<file path="src/rtl/load_store_unit_pkg.sv">
// load_store_unit_pkg: shared encodings for the load/store unit.
// funct3 codes, bus size codes, response error codes, FSM states, the latched
// request payload and small decode helpers used by load_store_unit and load_extend.
package load_store_unit_pkg;

  localparam int unsigned ADDR_W = 32;
  localparam int unsigned DATA_W = 32;
  localparam int unsigned F3_W   = 3;

  // RV32I load/store funct3 codes
  localparam logic [F3_W-1:0] F3_LB  = 3'b000;
  localparam logic [F3_W-1:0] F3_LH  = 3'b001;
  localparam logic [F3_W-1:0] F3_LW  = 3'b010;
  localparam logic [F3_W-1:0] F3_LBU = 3'b100;
  localparam logic [F3_W-1:0] F3_LHU = 3'b101;

  typedef enum logic [1:0] {
    SIZE_BYTE = 2'b00,
    SIZE_HALF = 2'b01,
    SIZE_WORD = 2'b10
  } size_e;

  typedef enum logic [1:0] {
    ERR_OK       = 2'b00,
    ERR_MISALIGN = 2'b01,
    ERR_TIMEOUT  = 2'b10,
    ERR_ILLEGAL  = 2'b11
  } err_e;

  typedef enum logic [1:0] {
    S_IDLE  = 2'b00,
    S_ISSUE = 2'b01,
    S_RESP  = 2'b10
  } state_e;

  typedef struct packed {
    logic              we;
    logic [F3_W-1:0]   funct3;
    logic [ADDR_W-1:0] addr;
    logic [DATA_W-1:0] wdata;
  } lsu_req_t;

  // Stores only allow 000/001/010; loads reject 011/110/111.
  function automatic logic f3_legal(input logic we, input logic [F3_W-1:0] f3);
    if (we) return (f3 <= F3_LW);
    return (f3 != 3'b011) && (f3 != 3'b110) && (f3 != 3'b111);
  endfunction

  // Access size lives in funct3[1:0] for every legal code.
  function automatic size_e f3_size(input logic [F3_W-1:0] f3);
    return size_e'(f3[1:0]);
  endfunction

  function automatic logic is_misaligned(input size_e size, input logic [1:0] lsb);
    return ((size == SIZE_WORD) && (lsb != 2'b00)) ||
           ((size == SIZE_HALF) && lsb[0]);
  endfunction

  // Store data is low-aligned; bits above the access size are forced to 0.
  function automatic logic [DATA_W-1:0] mask_wdata(input size_e size,
                                                   input logic [DATA_W-1:0] d);
    case (size)
      SIZE_BYTE: return {24'h0, d[7:0]};
      SIZE_HALF: return {16'h0, d[15:0]};
      default:   return d;
    endcase
  endfunction

endpackage

</file>
<file path="src/rtl/load_store_unit_extend.sv">
// load_extend: combinational funct3-driven sign/zero extension of read data.
// Ports: funct3 (load funct3), data (raw bus read data), rdata_ext_c (extended data).
module load_extend
  import load_store_unit_pkg::*;
(
  input  logic [F3_W-1:0]   funct3,
  input  logic [DATA_W-1:0] data,
  output logic [DATA_W-1:0] rdata_ext_c
);

  always_comb begin
    rdata_ext_c = data;
    case (funct3)
      F3_LB:   rdata_ext_c = {{24{data[7]}}, data[7:0]};
      F3_LH:   rdata_ext_c = {{16{data[15]}}, data[15:0]};
      F3_LBU:  rdata_ext_c = {24'h0, data[7:0]};
      F3_LHU:  rdata_ext_c = {16'h0, data[15:0]};
      default: rdata_ext_c = data;
    endcase
  end

endmodule

</file>
<file path="src/rtl/load_store_unit.sv">
// load_store_unit: data-bus initiator for core loads/stores, one request at a time.
// Core side : req_valid/req_ready/req_we/req_funct3/req_addr/req_wdata in,
//             resp_valid/resp_rdata/resp_err out (single-cycle response pulse).
// Bus side  : bus_wd/bus_rd strobes with size/addr/wdata, bus_rdata/bus_ready/bus_busy in.
// Bus outputs are decoded combinationally from state and the latched request.
// Optional macro LSU_TIMEOUT_EN: abort ISSUE with err 10 after TIMEOUT_CYCLES
// unavailable-bus cycles; without it ISSUE waits indefinitely.
module load_store_unit
  import load_store_unit_pkg::*;
#(
  parameter int unsigned TIMEOUT_CYCLES = 16,
  parameter int unsigned TMO_W          = 5
) (
  input  logic              clk,
  input  logic              rst,
  input  logic              req_valid,
  output logic              req_ready,
  input  logic              req_we,
  input  logic [F3_W-1:0]   req_funct3,
  input  logic [ADDR_W-1:0] req_addr,
  input  logic [DATA_W-1:0] req_wdata,
  output logic              resp_valid,
  output logic [DATA_W-1:0] resp_rdata,
  output logic [1:0]        resp_err,
  output logic              bus_wd,
  output logic              bus_rd,
  output logic [1:0]        bus_size_in,
  output logic [1:0]        bus_size_out,
  output logic [ADDR_W-1:0] bus_addr_in,
  output logic [ADDR_W-1:0] bus_addr_out,
  output logic [DATA_W-1:0] bus_wdata,
  input  logic [DATA_W-1:0] bus_rdata,
  input  logic              bus_ready,
  input  logic              bus_busy
);

  // Counter must be able to reach TIMEOUT_CYCLES.
  if ((TIMEOUT_CYCLES == 0) || (TIMEOUT_CYCLES >= (1 << TMO_W))) begin : g_tmo_cfg_bad
    $error("load_store_unit: TMO_W too narrow for TIMEOUT_CYCLES");
  end

  state_e            state_q, state_d;
  lsu_req_t          req_q, req_d;
  logic [DATA_W-1:0] rdata_q, rdata_d;
  err_e              err_q, err_d;

  logic              bus_ok_c;
  logic              strobe_c;
  size_e             size_c;
  logic [DATA_W-1:0] ext_c;

  assign bus_ok_c = bus_ready & ~bus_busy;
  assign strobe_c = (state_q == S_ISSUE) && bus_ok_c;
  assign size_c   = f3_size(req_q.funct3);

  load_extend u_load_extend (
    .funct3      (req_q.funct3),
    .data        (bus_rdata),
    .rdata_ext_c (ext_c)
  );

`ifdef LSU_TIMEOUT_EN
  logic [TMO_W-1:0] tmo_q, tmo_d;

  always_ff @(posedge clk or posedge rst) begin
    if (rst) tmo_q <= '0;
    else     tmo_q <= tmo_d;
  end
`endif

  // State and request registers
  always_ff @(posedge clk or posedge rst) begin
    if (rst) begin
      state_q <= S_IDLE;
      req_q   <= '0;
      rdata_q <= '0;
      err_q   <= ERR_OK;
    end else begin
      state_q <= state_d;
      req_q   <= req_d;
      rdata_q <= rdata_d;
      err_q   <= err_d;
    end
  end

  // Next-state: accept/check in IDLE, wait for bus in ISSUE, one-cycle RESP
  always_comb begin
    state_d = state_q;
    req_d   = req_q;
    rdata_d = rdata_q;
    err_d   = err_q;
`ifdef LSU_TIMEOUT_EN
    tmo_d   = tmo_q;
`endif
    case (state_q)
      S_IDLE: begin
        if (req_valid) begin
          req_d   = '{we: req_we, funct3: req_funct3, addr: req_addr, wdata: req_wdata};
          rdata_d = '0;
          if (!f3_legal(req_we, req_funct3)) begin
            err_d   = ERR_ILLEGAL;
            state_d = S_RESP;
          end else if (is_misaligned(f3_size(req_funct3), req_addr[1:0])) begin
            err_d   = ERR_MISALIGN;
            state_d = S_RESP;
          end else begin
            err_d   = ERR_OK;
            state_d = S_ISSUE;
`ifdef LSU_TIMEOUT_EN
            tmo_d   = '0;
`endif
          end
        end
      end
      S_ISSUE: begin
        if (bus_ok_c) begin
          state_d = S_RESP;
          if (!req_q.we) rdata_d = ext_c;
        end
`ifdef LSU_TIMEOUT_EN
        // tmo_q counts prior unavailable cycles; this one makes TIMEOUT_CYCLES.
        else if (tmo_q >= TMO_W'(TIMEOUT_CYCLES - 1)) begin
          err_d   = ERR_TIMEOUT;
          state_d = S_RESP;
        end else begin
          tmo_d = tmo_q + TMO_W'(1);
        end
`endif
      end
      S_RESP:  state_d = S_IDLE;
      default: state_d = S_IDLE;
    endcase
  end

  // Bus drive: only the active direction carries non-zero fields
  always_comb begin
    bus_wd       = 1'b0;
    bus_rd       = 1'b0;
    bus_size_in  = 2'b00;
    bus_size_out = 2'b00;
    bus_addr_in  = '0;
    bus_addr_out = '0;
    bus_wdata    = '0;
    if (strobe_c) begin
      if (req_q.we) begin
        bus_wd      = 1'b1;
        bus_size_in = size_c;
        bus_addr_in = req_q.addr;
        bus_wdata   = mask_wdata(size_c, req_q.wdata);
      end else begin
        bus_rd       = 1'b1;
        bus_size_out = size_c;
        bus_addr_out = req_q.addr;
      end
    end
  end

  assign req_ready  = (state_q == S_IDLE);
  assign resp_valid = (state_q == S_RESP);
  assign resp_rdata = resp_valid ? rdata_q : '0;
  assign resp_err   = resp_valid ? err_q : ERR_OK;

endmodule

</file>
<file path="config.mk">
export PLATFORM = sky130hd
export DESIGN_NAME = load_store_unit
export DESIGN_NICKNAME = d
export VERILOG_FILES = /design/src/rtl/load_store_unit_pkg.sv /design/src/rtl/load_store_unit_extend.sv /design/src/rtl/load_store_unit.sv
export SDC_FILE = /design/constraint.sdc
export NUM_CORES = 1
export LEC_CHECK = 0
export ABC_CLOCK_PERIOD_IN_PS = 3140
export BUFFER_PORTS_ARGS = -buffer_cell sky130_fd_sc_hd__buf_2
export CELL_PAD_IN_SITES_DETAIL_PLACEMENT = 1
export CELL_PAD_IN_SITES_GLOBAL_PLACEMENT = 1
export CORE_MARGIN = 3
export CORE_UTILIZATION = 30
export CTS_BUF_LIST = sky130_fd_sc_hd__clkbuf_2
export CTS_CLUSTER_DIAMETER = 50
export DETAILED_ROUTE_END_ITERATION = 8
export GPL_ROUTABILITY_DRIVEN = 0
export HOLD_SLACK_MARGIN = 0.12
export PLACE_DENSITY = 0.84
export SETUP_SLACK_MARGIN = 0.5
export SLEW_MARGIN = 20
export SYNTH_ARGS = -nofsm -noshare
export SYNTH_HDL_FRONTEND = slang
export SYNTH_HIERARCHICAL = 1
export SYNTH_SLANG_ARGS = --single-unit
</file>
<file path="constraint.sdc">
create_clock -name clk -period 3.14 [get_ports clk]
set_input_delay 0.471 -clock clk [delete_from_list [all_inputs] [get_ports clk]]
set_output_delay 0.471 -clock clk [all_outputs]
set_load 0.1 [all_outputs]
</file>
==> results by stage, run 1 <==
Synth:
- The average instance in the mapped netlist occupies 8.23 um2.
- The most used flip-flop cell after synthesis is sky130_fd_sc_hd__dfrtp_1.
- After synthesis, flip-flops and latches occupy 47.5% of the total area.
- The cell area after synthesis is 0.00547 mm2.
- The post-synthesis instance total is 665.
- The number of enable flip-flop cells after synthesis is 0.
- The fraction of synthesis flops using an asynchronous set or reset pin is 100%.
- The count of different cell masters after synthesis is 29.
- The number of nets produced by synthesis is 770.
- The Yosys warning count is 6.
- In this run, synthesis produced a sequential element count of 104.

Worst setup path:
- The worst setup path is of the input port to output port kind.
- STA classifies the critical path endpoint as an output port.
- The number of cells on the worst reg-to-reg path is 8.
- The register-to-register setup slack is 0.93 ns.
- In this run the worst setup path terminates at bus_addr_in[31].
- The endpoint identified for the worst register-to-register timing path is rdata_q[20].
- In this run the critical register-to-register path is launched from state_q[1].
- The largest fanout on the critical path is 5.
- STA classifies the critical path startpoint as an input port.
- In this run the worst setup path begins at bus_ready.
- The data required time of the critical path is 2.67 ns.
- Data on the critical path arrives at its endpoint at 2.31 ns.

STA:
- The post-route clock period utilization is 88.7%.
- The final-layout worst hold slack is 0.210 ns.
- For the finished layout, the period the worst path requires is 2.78 ns.
- The final total negative setup slack is 0 ns.
- The worst max-slew margin expressed relative to the limit is 48.5%.
- The maximum clock skew at final layout is 0.0300 ns.
- For this run, the top clock speed supported by timing is 0.359 GHz.
- After layout, the worst setup slack is 0.355 ns.
- The max-slew violation count is 0.
- Setup violations remaining at the end of the flow were counted as 0.
- The measured slew at the worst slew-check pin is 0.758 ns.
- Setup repair after global routing could not meet its margin everywhere.
- The number of endpoints with negative hold slack in the final report came to 0.

GRT:
- The met1 usage is 28.3%.
- In the global route stage, overall resource usage came out at 26.8%.
- The via count of the first global-routing pass came to 7088.
- The met3 track demand over resource in global routing is 6.48%.
- For this run, global-route usage on met2 was measured as 49.6%.
- Summed over all layers, the global routing overflow is 0.
- The wire length of the first global-routing pass is 40900 um.
- The initial antenna violation count is 4.
- After global routing, the most crowded layer is met2.
- Entering global routing, the biggest net connects 105 pins.

Pwr:
- Dividing total power by cell area gives a power density of 441 mW/mm2.
- The sequential power share is 45.4%.
- The worst-case IR drop observed on VDD is 0.235 mV.
- Overall power consumption after layout is estimated at 4.61 mW.
- The net switching power of the design is 2.06 mW.
- Net switching is 44.8% of the power.
- The cell-internal power is 2.54 mW.
- The fraction of power consumed by combinational cells is 40.4%.
- The share of total power dissipated in the clock network is 14.2%.
- For this design the static power due to leakage is 5.06 nW.

Routing:
- The routed length per instance is 22.4 um.
- For this block, the initial DRC count from the detailed router was 219.
- In this run the remaining antenna-violating nets after routing total 0.
- The via count is 6047.
- The total iterations of the first detailed-routing run is 4.
- The final layout contains routed wiring with a total length of 27700 um.
- The DRC violation count after routing is 0.
- In the routed layout, each cell is associated on average with a via count of 4.89.

Run:
- The total of max-cap violations is 0.

Place:
- After legalization and detailed placement, the total HPWL measured 12900 um.
- The setup slack after placement is 0.476 ns.
- During placement, the flow inserted port buffers numbering 242.

Clock network:
- No sink is reached through more buffers than the 2 on the longest clock path.
- Counting the buffers created by CTS gives 9.
- The level count of the clock H-tree is 3.
- The later-pin clock latency in the skew report is 0.62 ns.
- The tree built by TritonCTS fans out to 104 sinks.
- After clock tree synthesis, the clock-pin slew on the worst setup and hold paths is 0.29 ns.
- The root buffer selected by CTS is sky130_fd_sc_hd__clkbuf_2.
- The CTS tree is built.

Min path:
- The class of the tightest hold or removal check is input port to register.

Floorplan:
- The initial utilization of the core area, before any placement, comes to 31.1%.
- The floorplan die height is 141 um.
- Row generation in the floorplan step produced 48 rows.
- The die is 141 um wide.
- The total area inside the core boundary comes to 0.0176 mm2.
- The die covers 0.0199 mm2.
- The number of primary I/O pins is 243.

Cells and area:
- Of the cells placed in the final design, the portion with a size suffix greater than 1 is 40.9%.
- The synthesis-to-layout area growth is 90.9%.
- The multi-input logic area is 0.00278 mm2.
- In the final design database the tool counted 1108 nets.
- Once layout is complete, the utilization of the core stands at 59.4%.
- The sequential cell area is 0.00261 mm2.
- Counting the fill cells in the layout gives 1878.

Run status:
- The flow ran to the end, and the final reports show no timing, DRC or antenna violations.
power groups by stage:
stage / sequential, mW / clock [mW] / combinational, mW
floorplan: 1.87 / 0 / 1.15
global placement: 2.00 / 0 / 1.38
detailed placement: 2.02 / 0 / 1.44
CTS: 2.03 / 0.688 / 1.72
global route: 2.14 / 0.740 / 2.03
finish: 2.09 / 0.655 / 1.86
through the flow:
| step | cell area [um2] | std cells |
|---|---|---|
| final | 10500 | 1237 |
| after global routing | 10500 | 1237 |
| after floorplan | 5500 | 665 |
| after global placement | 6990 | 1092 |
| after detailed placement | 6990 | 1092 |
| after CTS | 10100 | 1227 |
layout make-up:
| class | instances | share of cell area, % |
|---|---|---|
| flip-flops and latches | 104 | 25.0 |
| diodes | 4 | 0.0958 |
| repair buffers | 378 | 43.3 |
| inverters | 34 | 1.26 |
| clock inverters | 6 | 0.575 |
| clock buffers | 10 | 0.479 |
| well taps | 225 | 2.69 |
| multi-input cells | 476 | 26.6 |
layer usage:
metal  share of wire (%)  vias up
met3                 4.7       88
met5                   0        -
met1                  35     3007
met4                 5.3        0
met2                  55      246
li1                    -     2706
critical path, cell delays in order:
cell and delay (ns):
sky130_fd_sc_hd__buf_2 0.08, sky130_fd_sc_hd__dlygate4sd3_1 0.61, sky130_fd_sc_hd__nand4bb_4 0.18, sky130_fd_sc_hd__nor2_4 0.21
sky130_fd_sc_hd__buf_6 0.18, sky130_fd_sc_hd__buf_12 0.11, sky130_fd_sc_hd__buf_16 0.11, sky130_fd_sc_hd__and2_4 0.17
sky130_fd_sc_hd__buf_12 0.17
what timing repair did:
action,4_1_cts,5_1_grt
buffers inserted,14,3
hold buffers,96,0
pin swaps,5,11
gates resized for setup,482,82
cloned,9,3
setup endpoints to repair,134,136
endpoints found under the hold margin,201,0
registers in the layout, indices dropped and copies added (netlist names):
signal   flops
err_q        2
rdata_q     32
req_q       68
state_q      2
worst min-delay path by stage:
stage | startpoint | slack (ns) | end | cells past startpoint
global route | bus_busy | 0.15 | state_q[1] | 3
detailed placement | req_q[10] | 0.45 | req_q[10] | 2
global placement | req_q[2] | 0.45 | req_q[2] | 2
CTS | bus_rdata[11] | 0.12 | rdata_q[11] | 5
floorplan | req_q[31] | 0.44 | req_q[31] | 2
finish | bus_rdata[18] | 0.21 | rdata_q[18] | 5
cells in the final DEF, fill, tap and decap left out, types with 4 or more instances in the layout:
cell,n
sky130_fd_sc_hd__diode_2,4
sky130_fd_sc_hd__inv_1,33
sky130_fd_sc_hd__buf_16,7
sky130_fd_sc_hd__mux2i_1,32
sky130_fd_sc_hd__buf_4,13
sky130_fd_sc_hd__buf_6,40
sky130_fd_sc_hd__dfrtp_2,4
sky130_fd_sc_hd__dfrtp_1,99
sky130_fd_sc_hd__and2_4,79
sky130_fd_sc_hd__dlygate4sd3_1,96
sky130_fd_sc_hd__and2_2,4
sky130_fd_sc_hd__nand2_1,260
sky130_fd_sc_hd__buf_12,109
sky130_fd_sc_hd__and3_4,16
sky130_fd_sc_hd__o21ai_0,26
sky130_fd_sc_hd__buf_2,105
sky130_fd_sc_hd__and2_1,35
sky130_fd_sc_hd__clkbuf_2,10
sky130_fd_sc_hd__clkinvlp_4,4
sky130_fd_sc_hd__nor2_4,4
Yosys cell counts, types with 3 or more instances:
cell / number / area (um2)
sky130_fd_sc_hd__and2_1: 118 / 738
sky130_fd_sc_hd__and3_1: 16 / 100
sky130_fd_sc_hd__buf_2: 11 / 55.1
sky130_fd_sc_hd__buf_4: 11 / 82.6
sky130_fd_sc_hd__buf_6: 6 / 67.6
sky130_fd_sc_hd__clkbuf_1: 23 / 86.3
sky130_fd_sc_hd__dfrtp_1: 104 / 2600
sky130_fd_sc_hd__inv_1: 34 / 128
sky130_fd_sc_hd__mux2i_1: 32 / 320
sky130_fd_sc_hd__nand2_1: 260 / 976
sky130_fd_sc_hd__nor2_1: 3 / 11.3
sky130_fd_sc_hd__o21ai_0: 26 / 130
kinds of logic after synthesis:
family	share of synthesized area, %
and+or+nand+nor	35.6
DFF	47.5
buffers and inverters	7.84
muxes	6.10
AOI/OAI and AO/OA	2.90
(Power assumes the default switching activity.)
==> inputs of run 2 (changes only) <==
Settings changed: SETUP_SLACK_MARGIN 0.5 to 0.02.
==> results by stage, run 2 (synthesis gave the netlist of run 1 again) <==
Min path:
- The start point of the worst min-delay path is bus_rdata[12].
- The min-delay analysis places its worst path in the category input port to register.

Floorplan:
- The core region area is 0.0176 mm2 (unchanged).
- The x dimension of the die was 141 um (unchanged).
- The initial cell density of the core came to 31.1% (unchanged).
- The floorplan die height is 141 um (unchanged).
- The placement row count is 48 (unchanged).
- The number of primary I/O pins is 243 (unchanged).
- The full die area came to 0.0199 mm2 (unchanged).

Run status:
- The flow ran to the end, and the final reports show no timing, DRC or antenna violations.

Clock network:
- TritonCTS built the clock tree.
- The number of CTS-inserted buffers is 9 (unchanged).
- The clock-pin slew on the worst setup and hold paths is 0.28 ns (about the same).
- The tree is rooted in a sky130_fd_sc_hd__clkbuf_2.
- The later-pin clock latency in the skew report is 0.56 ns (-0.06 ns).
- The clock tree buffer depth is 2 (unchanged).
- The level count of the clock H-tree was 3 (unchanged).
- The clock sink total came to 104 (unchanged).

Routing:
- The via count is 5471 (-9.5%).
- The total iterations of the first detailed-routing run came to 4 (unchanged).
- The DRC violation count after routing came to 0 (unchanged).
- The routed length per instance is 17.3 um (-23%).
- The number of routed nets with antenna violations is 0 (unchanged).
- The detail-routed via count per cell is 4.61 (-5.7%).
- The post-detailed-routing wire length was 20600 um (-26%).
- The number of DRC markers after the initial detailed-route iteration is 152 (-31%).

STA:
- The post-route clock period utilization is 93.1% (+4.5 points).
- The post-route minimum period came to 2.92 ns (+0.140 ns).
- The maximum clock skew at final layout is 0.0190 ns (-0.0110 ns).
- The worst max-slew margin expressed relative to the limit is 42.2% (-6.2 points).
- The max-slew violation count came to 0 (unchanged).
- The number of setup violations in the final report is 0 (unchanged).
- The number of endpoints with negative hold slack in the final report is 0 (unchanged).
- The peak clock frequency supported by timing came to 0.342 GHz (-4.8%).
- The measured slew at the worst slew-check pin came to 0.865 ns (+0.107 ns).
- The final total negative setup slack is 0 ns (unchanged).

Worst setup path:
- The data required time of the critical path came to 2.67 ns (about the same).
- Traced cell by cell, the critical path runs through nand4bb_4 > nor2_4 > buf_4 > and3_1 > clkbuf_4.
- The delay contributed by the slowest stage of the critical path is 0.51 ns (-0.10 ns).
- The buffering stage count on the worst path with inverters included was 2 (-4).
- The critical path class is register to output port.
- The first element of the critical path is state_q[1].
- The cell family contributing the most delay on the critical path is simple AND/OR/NAND/NOR gates.
- The largest fanout on the critical path was 36 (+31).
- The start of the worst register-to-register path is req_q[65].
- The critical path capture point type is an output port.
- The standard cell with the maximum stage delay on the critical path is sky130_fd_sc_hd__dfrtp_1.
- STA classifies the critical path startpoint as a register.
- The arrival time of data at the critical path endpoint is 2.45 ns (+0.14 ns).

Cells and area:
- The sequential cell area is 0.00260 mm2 (-0.29%).
- The register with the most flip-flops is req_q.
- The flip-flop count of the largest register after layout is 68 (unchanged).
- From synthesis to final layout, the design area changed by 45.6%.
- The final design utilization is 45.3% (-14 points).
- The fraction of final layout cells sized beyond drive strength 1 is 29.1% (-12 points).
- The number of nets in the finished design is 1061 (-4.2%).
- The multi-input logic area is 0.00246 mm2 (-11%).
- In the layout the commonest cells are sky130_fd_sc_hd__nand2_1, sky130_fd_sc_hd__buf_2, sky130_fd_sc_hd__and2_1.
- The largest registers in the layout are req_q: 68 flops, rdata_q: 32 flops.
- The filler cell count in the final layout is 2130 (+13%).
- The most common cell after layout, fill and taps aside is sky130_fd_sc_hd__nand2_1.

GRT:
- The total congestion overflow was 0 (unchanged).
- The overall track demand over capacity in global routing came to 20.1% (-6.7 points).
- The wire length of the first global-routing pass was 31800 um (-22%).
- The initial antenna violation count was 2 (-2).
- The via count of the first global-routing pass is 5863 (-17%).
- The largest net degree at the start of global routing came to 69 (-34%).

Place:
- The placed wire-length estimate came to 13100 um (+1.5%).
- The number of buffer cells added on primary ports is 242 (unchanged).

Pwr:
- The cell area power density was 512 mW/mm2 (+16%).
- The static leakage is 4.38 nW (-14%).
- The worst-case vdd ir drop is 0.235 mV (-0.17%).

Run:
- The total of max-cap violations is 0 (unchanged).
-- run 2: final cells by class --
class / instances / share of cell area, %
Sequential cell: 104 / 32.7
Multi-Input combinational cell: 474 / 30.9
Antenna cell: 2 / 0.0628
Clock inverter: 5 / 0.314
Tap cell: 225 / 3.53
Clock buffer: 10 / 0.628
Inverter: 34 / 1.65
Timing Repair Buffer: 333 / 30.2
-- run 2: path summary, 6_finish.rpt --
check	to	cells after the start	slack, ns
max in group asynchronous	req_q[40]	4	1.88
worst max-delay path	bus_wdata[24]	5	0.22
worst min register to register	req_q[11]	2	0.50
min in group asynchronous	rdata_q[8]	3	0.56
worst max register to register	rdata_q[24]	5	1.17
worst min-delay path	rdata_q[12]	5	0.23
-- run 2: power by group --
part | switching, mW | internal (mW) | leakage (nW)
sequential | 0.299 | 1.70 | 1.33
clock | 0.448 | 0.0955 | 0.0527
combinational | 1.06 | 0.474 | 3.00
-- run 2: per-stage QoR --
| stage | cells | worst slack, ns | instance area (um2) | power [mW] | hold slack [ns] |
|---|---|---|---|---|---|
| finish | 1187 | 0.216 | 7970 | 4.08 | 0.229 |
| floorplan | 665 | 0.0775 | 5480 | 3.02 | 0.437 |
| global route | 1187 | -0.00156 | 7970 | 4.38 | 0.139 |
| detailed placement | 1093 | 0.695 | 6970 | 3.46 | 0.454 |
| global placement | 1093 | 0.769 | 6970 | 3.38 | 0.449 |
| CTS | 1185 | 0.0356 | 7810 | 4.10 | 0.120 |
-- run 2: what timing repair did --
| action | CTS | global route |
|---|---|---|
| setup endpoints to repair | 0 | 61 |
| endpoints found under the hold margin | 109 | 0 |
| buffers inserted | 0 | 0 |
| gates resized for setup | 0 | 61 |
| hold buffers | 77 | 0 |
-- run 2: metal layers --
layer	GRT usage, %	vias up	share of wire (%)
met5	0	-	0
met4	7.09	0	2.4
met3	4.17	36	5.6
met2	36.2	179	51
met1	23.7	2651	41
li1	-	2605	-
-- run 2: worst register-to-register path, stage by stage (launching register included) --
cell	delay, ns
sky130_fd_sc_hd__dfrtp_2	0.68
sky130_fd_sc_hd__buf_4	0.35
sky130_fd_sc_hd__or2_1	0.50
sky130_fd_sc_hd__o21ai_0	0.19
sky130_fd_sc_hd__inv_1	0.09
sky130_fd_sc_hd__mux2i_1	0.07
==> inputs of run 3 (changes only) <==
Settings changed: BUFFER_PORTS_ARGS -buffer_cell sky130_fd_sc_hd__buf_2 to -buffer_cell sky130_fd_sc_hd__clkbuf_2, CORE_UTILIZATION 30 to 31, PLACE_DENSITY 0.84 to 0.86, SYNTH_HIERARCHICAL 1 to unset.
==> results by stage, run 3 <==
Clock network:
- The CTS tree is built.
- The buffers inserted during post-CTS setup optimization came to 0 (unchanged).
- The level count of the clock H-tree is 3 (unchanged).
- The later-pin clock latency in the skew report is 0.61 ns (+0.05 ns).
- The number of CTS-inserted buffers is 9 (unchanged).
- The cell sitting at the root of the clock tree is a sky130_fd_sc_hd__clkbuf_2.
- The clock sink total came to 104 (unchanged).
- The clock-pin slew on the worst setup and hold paths is 0.27 ns (about the same).
- The clock tree buffer depth is 2 (unchanged).

GRT:
- The wire length of the first global-routing pass came to 31900 um (+0.13%).
- The total congestion overflow was 0 (unchanged).
- The via count of the first global-routing pass came to 5877 (+0.24%).
- The initial antenna violation count came to 4 (+2).
- The overall track demand over capacity in global routing came to 22.3% (+2.2 points).
- The largest net degree at the start of global routing is 80 (+16%).

Floorplan:
- The number of primary I/O pins is 243 (unchanged).
- The initial cell density of the core is 32.0% (+0.94 points).
- The core region area is 0.0161 mm2 (-8.4%).
- The placement row count is 46 (-4.2%).
- The full die area is 0.0182 mm2 (-8.3%).
- The x dimension of the die is 135 um (-4.3%).
- The floorplan die height is 135 um (-4.3%).

STA:
- The final total negative setup slack is 0 ns (unchanged).
- Setup repair after global routing left no endpoint under its margin.
- The worst max-slew margin expressed relative to the limit is 44.3% (+2.1 points).
- The number of setup violations in the final report is 0 (unchanged).
- The measured slew at the worst slew-check pin came to 0.834 ns (-0.0309 ns).
- The peak clock frequency supported by timing is 0.340 GHz (-0.65%).
- The post-route clock period utilization is 93.7% (+0.61 points).
- The post-route minimum period came to 2.94 ns (+0.0191 ns).
- The max-slew violation count was 0 (unchanged).
- The number of endpoints with negative hold slack in the final report is 0 (unchanged).
- The maximum clock skew at final layout is 0.0254 ns (+0.00637 ns).

Cells and area:
- The number of nets in the finished design was 996 (-6.1%).
- The fraction of final layout cells sized beyond drive strength 1 was 31.6% (+2.5 points).
- More flip-flops sit in one register than any other, and that register is req_q.
- The flip-flop count of the largest register after layout was 68 (unchanged).
- The library cells used most frequently in the layout, excluding fill and tap cells, are sky130_fd_sc_hd__nand2_1, sky130_fd_sc_hd__clkbuf_2, sky130_fd_sc_hd__dfrtp_1.
- The library cell used most frequently in the layout, excluding fill and tap cells, is sky130_fd_sc_hd__nand2_1.
- The final non-filler cell area is 0.00848 mm2 (+6.4%).
- From synthesis to final layout, the design area changed by 64.1%.
- The filler cell count in the final layout is 1864 (-12%).
- The largest registers in the layout are req_q: 68 flops, rdata_q: 32 flops.

Routing:
- The number of DRC markers after the initial detailed-route iteration is 185 (+22%).
- The routed length per instance came to 18.7 um (+8.1%).
- The post-detailed-routing wire length is 20900 um (+1.7%).
- The detail-routed via count per cell is 4.85 (+5.3%).
- The via count is 5414 (-1.0%).
- The DRC violation count after routing came to 0 (unchanged).
- The total iterations of the first detailed-routing run was 4 (unchanged).
- The number of routed nets with antenna violations is 0 (unchanged).

Synth:
- The count of different cell masters after synthesis is 33 (+14%).
- By instance count, the leading cell after synthesis is sky130_fd_sc_hd__nand2_1.
- The average size of a mapped cell came to 8.84 um2 (+7.4%).
- The fraction of synthesis flops using an asynchronous set or reset pin is 100% (unchanged).
- The number of enable flip-flop cells after synthesis is 0 (unchanged).
- The post-synthesis sequential area ratio came to 50.4% (+2.8 points).
- The register bit count reported by yosys was 104 (unchanged).
- The cell area after synthesis is 0.00516 mm2 (-5.6%).
- The post-synthesis instance total is 584 (-12%).
- The number of nets produced by synthesis is 689 (-11%).
- By area the synthesized netlist is led by sky130_fd_sc_hd__dfrtp_1, sky130_fd_sc_hd__nand2_1, sky130_fd_sc_hd__and3_1, sky130_fd_sc_hd__and2_1, sky130_fd_sc_hd__a32o_1.
- The share of Yosys cell area claimed by the top area cell type is 50.4% (+2.8 points).
- The biggest area contributor in the post-synthesis netlist is sky130_fd_sc_hd__dfrtp_1.
- By count the netlist is led by sky130_fd_sc_hd__nand2_1, sky130_fd_sc_hd__dfrtp_1, sky130_fd_sc_hd__and3_1.
- The Yosys warning count was 0 (-6).
- The most used flip-flop cell after synthesis is sky130_fd_sc_hd__dfrtp_1.

Worst setup path:
- The largest fanout on the critical path is 79 (+120%).
- The arrival time of data at the critical path endpoint is 2.47 ns (+0.02 ns).
- The first element of the critical path is state_q[1].
- The start of the worst register-to-register path is state_q[1].
- The data required time of the critical path is 2.67 ns (about the same).
- The worst setup path is captured at an output port.
- The critical path class is register to output port.
- The type of origin of the critical path is a register.

Run status:
- The flow ran to the end, and the final reports show no timing, DRC or antenna violations.

Pwr:
- The clock network fraction of design power is 15.2% (+1.9 points).
- The static leakage is 4.62 nW (+5.4%).
- The cell area power density is 505 mW/mm2 (-1.3%).
- The fraction of power consumed by combinational cells is 38.0% (+0.4 points).
- The worst-case vdd ir drop came to 0.387 mV (+65%).
- The net switching fraction of the power is 43.9% (-0.45 points).
- The net switching power of the design was 1.88 mW (+3.9%).
- The power after layout is 4.28 mW (+5.0%).
- The cell-internal power is 2.40 mW (+5.8%).
- The sequential power share is 46.8% (-2.2 points).

Run:
- The total of max-cap violations was 0 (unchanged).

Place:
- The number of buffer cells added on primary ports came to 242 (unchanged).
- The post-detailed-placement cell area came to 0.00743 mm2 (+6.6%).
- The placed wire-length estimate is 13200 um (+0.82%).

Min path:
- The min-delay analysis places its worst path in the category input port to register.
- In this run the most critical hold path is launched from bus_rdata[12].
run 3: cell types whose count changed after synthesis, moves of 2 or more:
cell	delta
sky130_fd_sc_hd__mux2i_1	-31
sky130_fd_sc_hd__buf_4	-8
sky130_fd_sc_hd__nor2_2	-2
sky130_fd_sc_hd__a32o_1	+16
sky130_fd_sc_hd__o21bai_2	+2
sky130_fd_sc_hd__and3_1	+60
sky130_fd_sc_hd__and2_1	-58
sky130_fd_sc_hd__nand2_1	-48
sky130_fd_sc_hd__o21ai_0	-16
sky130_fd_sc_hd__buf_2	+3
sky130_fd_sc_hd__or2b_1	+4
sky130_fd_sc_hd__inv_1	-32
sky130_fd_sc_hd__nand2b_1	+11
sky130_fd_sc_hd__a22o_1	+16
run 3: final cells by class:
| type | instances | area, um2 | share of cell area, % |
|---|---|---|---|
| tap | 216 | 270 | 3.19 |
| multi-input combinational | 428 | 2300 | 27.2 |
| antenna | 4 | 10.0 | 0.118 |
| clock buffer | 9 | 45.0 | 0.531 |
| timing repair buffer | 346 | 3160 | 37.3 |
| inverter | 2 | 11.3 | 0.133 |
| sequential | 104 | 2600 | 30.7 |
| clock inverter | 7 | 70.1 | 0.827 |
run 3: repair_timing:
| item | in CTS | in global routing |
|---|---|---|
| setup endpoints to repair | 1 | 21 |
| resized for setup | 1 | 11 |
| endpoints found under the hold margin | 114 | 9 |
| cloned | 0 | 0 |
| hold buffers | 82 | 9 |
run 3: cells by family after synthesis:
family                 share of synthesized area, %
DFF                                            50.4
muxes                                         0.194
and+or+nand+nor                                36.1
buffers and inverters                          5.28
AOI/OAI and AO/OA                              8.07
run 3: critical path, stage by stage (launching register included):
cell	delay, ns
sky130_fd_sc_hd__dfrtp_1	0.52
sky130_fd_sc_hd__and4bb_4	0.37
sky130_fd_sc_hd__buf_12	0.24
sky130_fd_sc_hd__and3_1	0.22
sky130_fd_sc_hd__clkbuf_2	0.46
run 3: power by group through the flow:
stage	Combinational, mW	Sequential [mW]	Clock (mW)
finish	1.63	2.00	0.649
CTS	1.60	1.99	0.684
floorplan	1.14	1.87	0
global placement	1.46	1.99	0
detailed placement	1.51	2.01	0
global route	1.78	2.05	0.744
run 3: metal layers:
metal	GRT usage (%)	wire length, um
met1	25.3	8020
met2	40.2	11100
met3	6.45	1300
met4	7.11	528
met5	0	0
run 3: worst paths after layout:
kind | cells after the start | endpoint | slack, ns
max in group asynchronous | 4 | state_q[0] | 1.94
setup reg to reg | 5 | rdata_q[31] | 0.97
min in group asynchronous | 3 | req_q[5] | 0.55
hold / removal | 4 | rdata_q[12] | 0.20
hold reg to reg | 1 | err_q[0] | 0.51
setup / recovery | 4 | bus_addr_in[12] | 0.20
run 3: per-stage QoR:
step | hold WS [ns] | util (%) | std cells | setup WS, ns
after floorplan | 0.437 | - | 584 | 0.0545
after global placement | 0.450 | 46.1 | 1005 | 0.702
after detailed placement | 0.464 | 46.1 | 1005 | 0.679
after CTS | 0.127 | 51.9 | 1103 | 0.0535
after global routing | 0.117 | 52.6 | 1116 | 0.0156
final | 0.201 | 52.6 | 1116 | 0.197
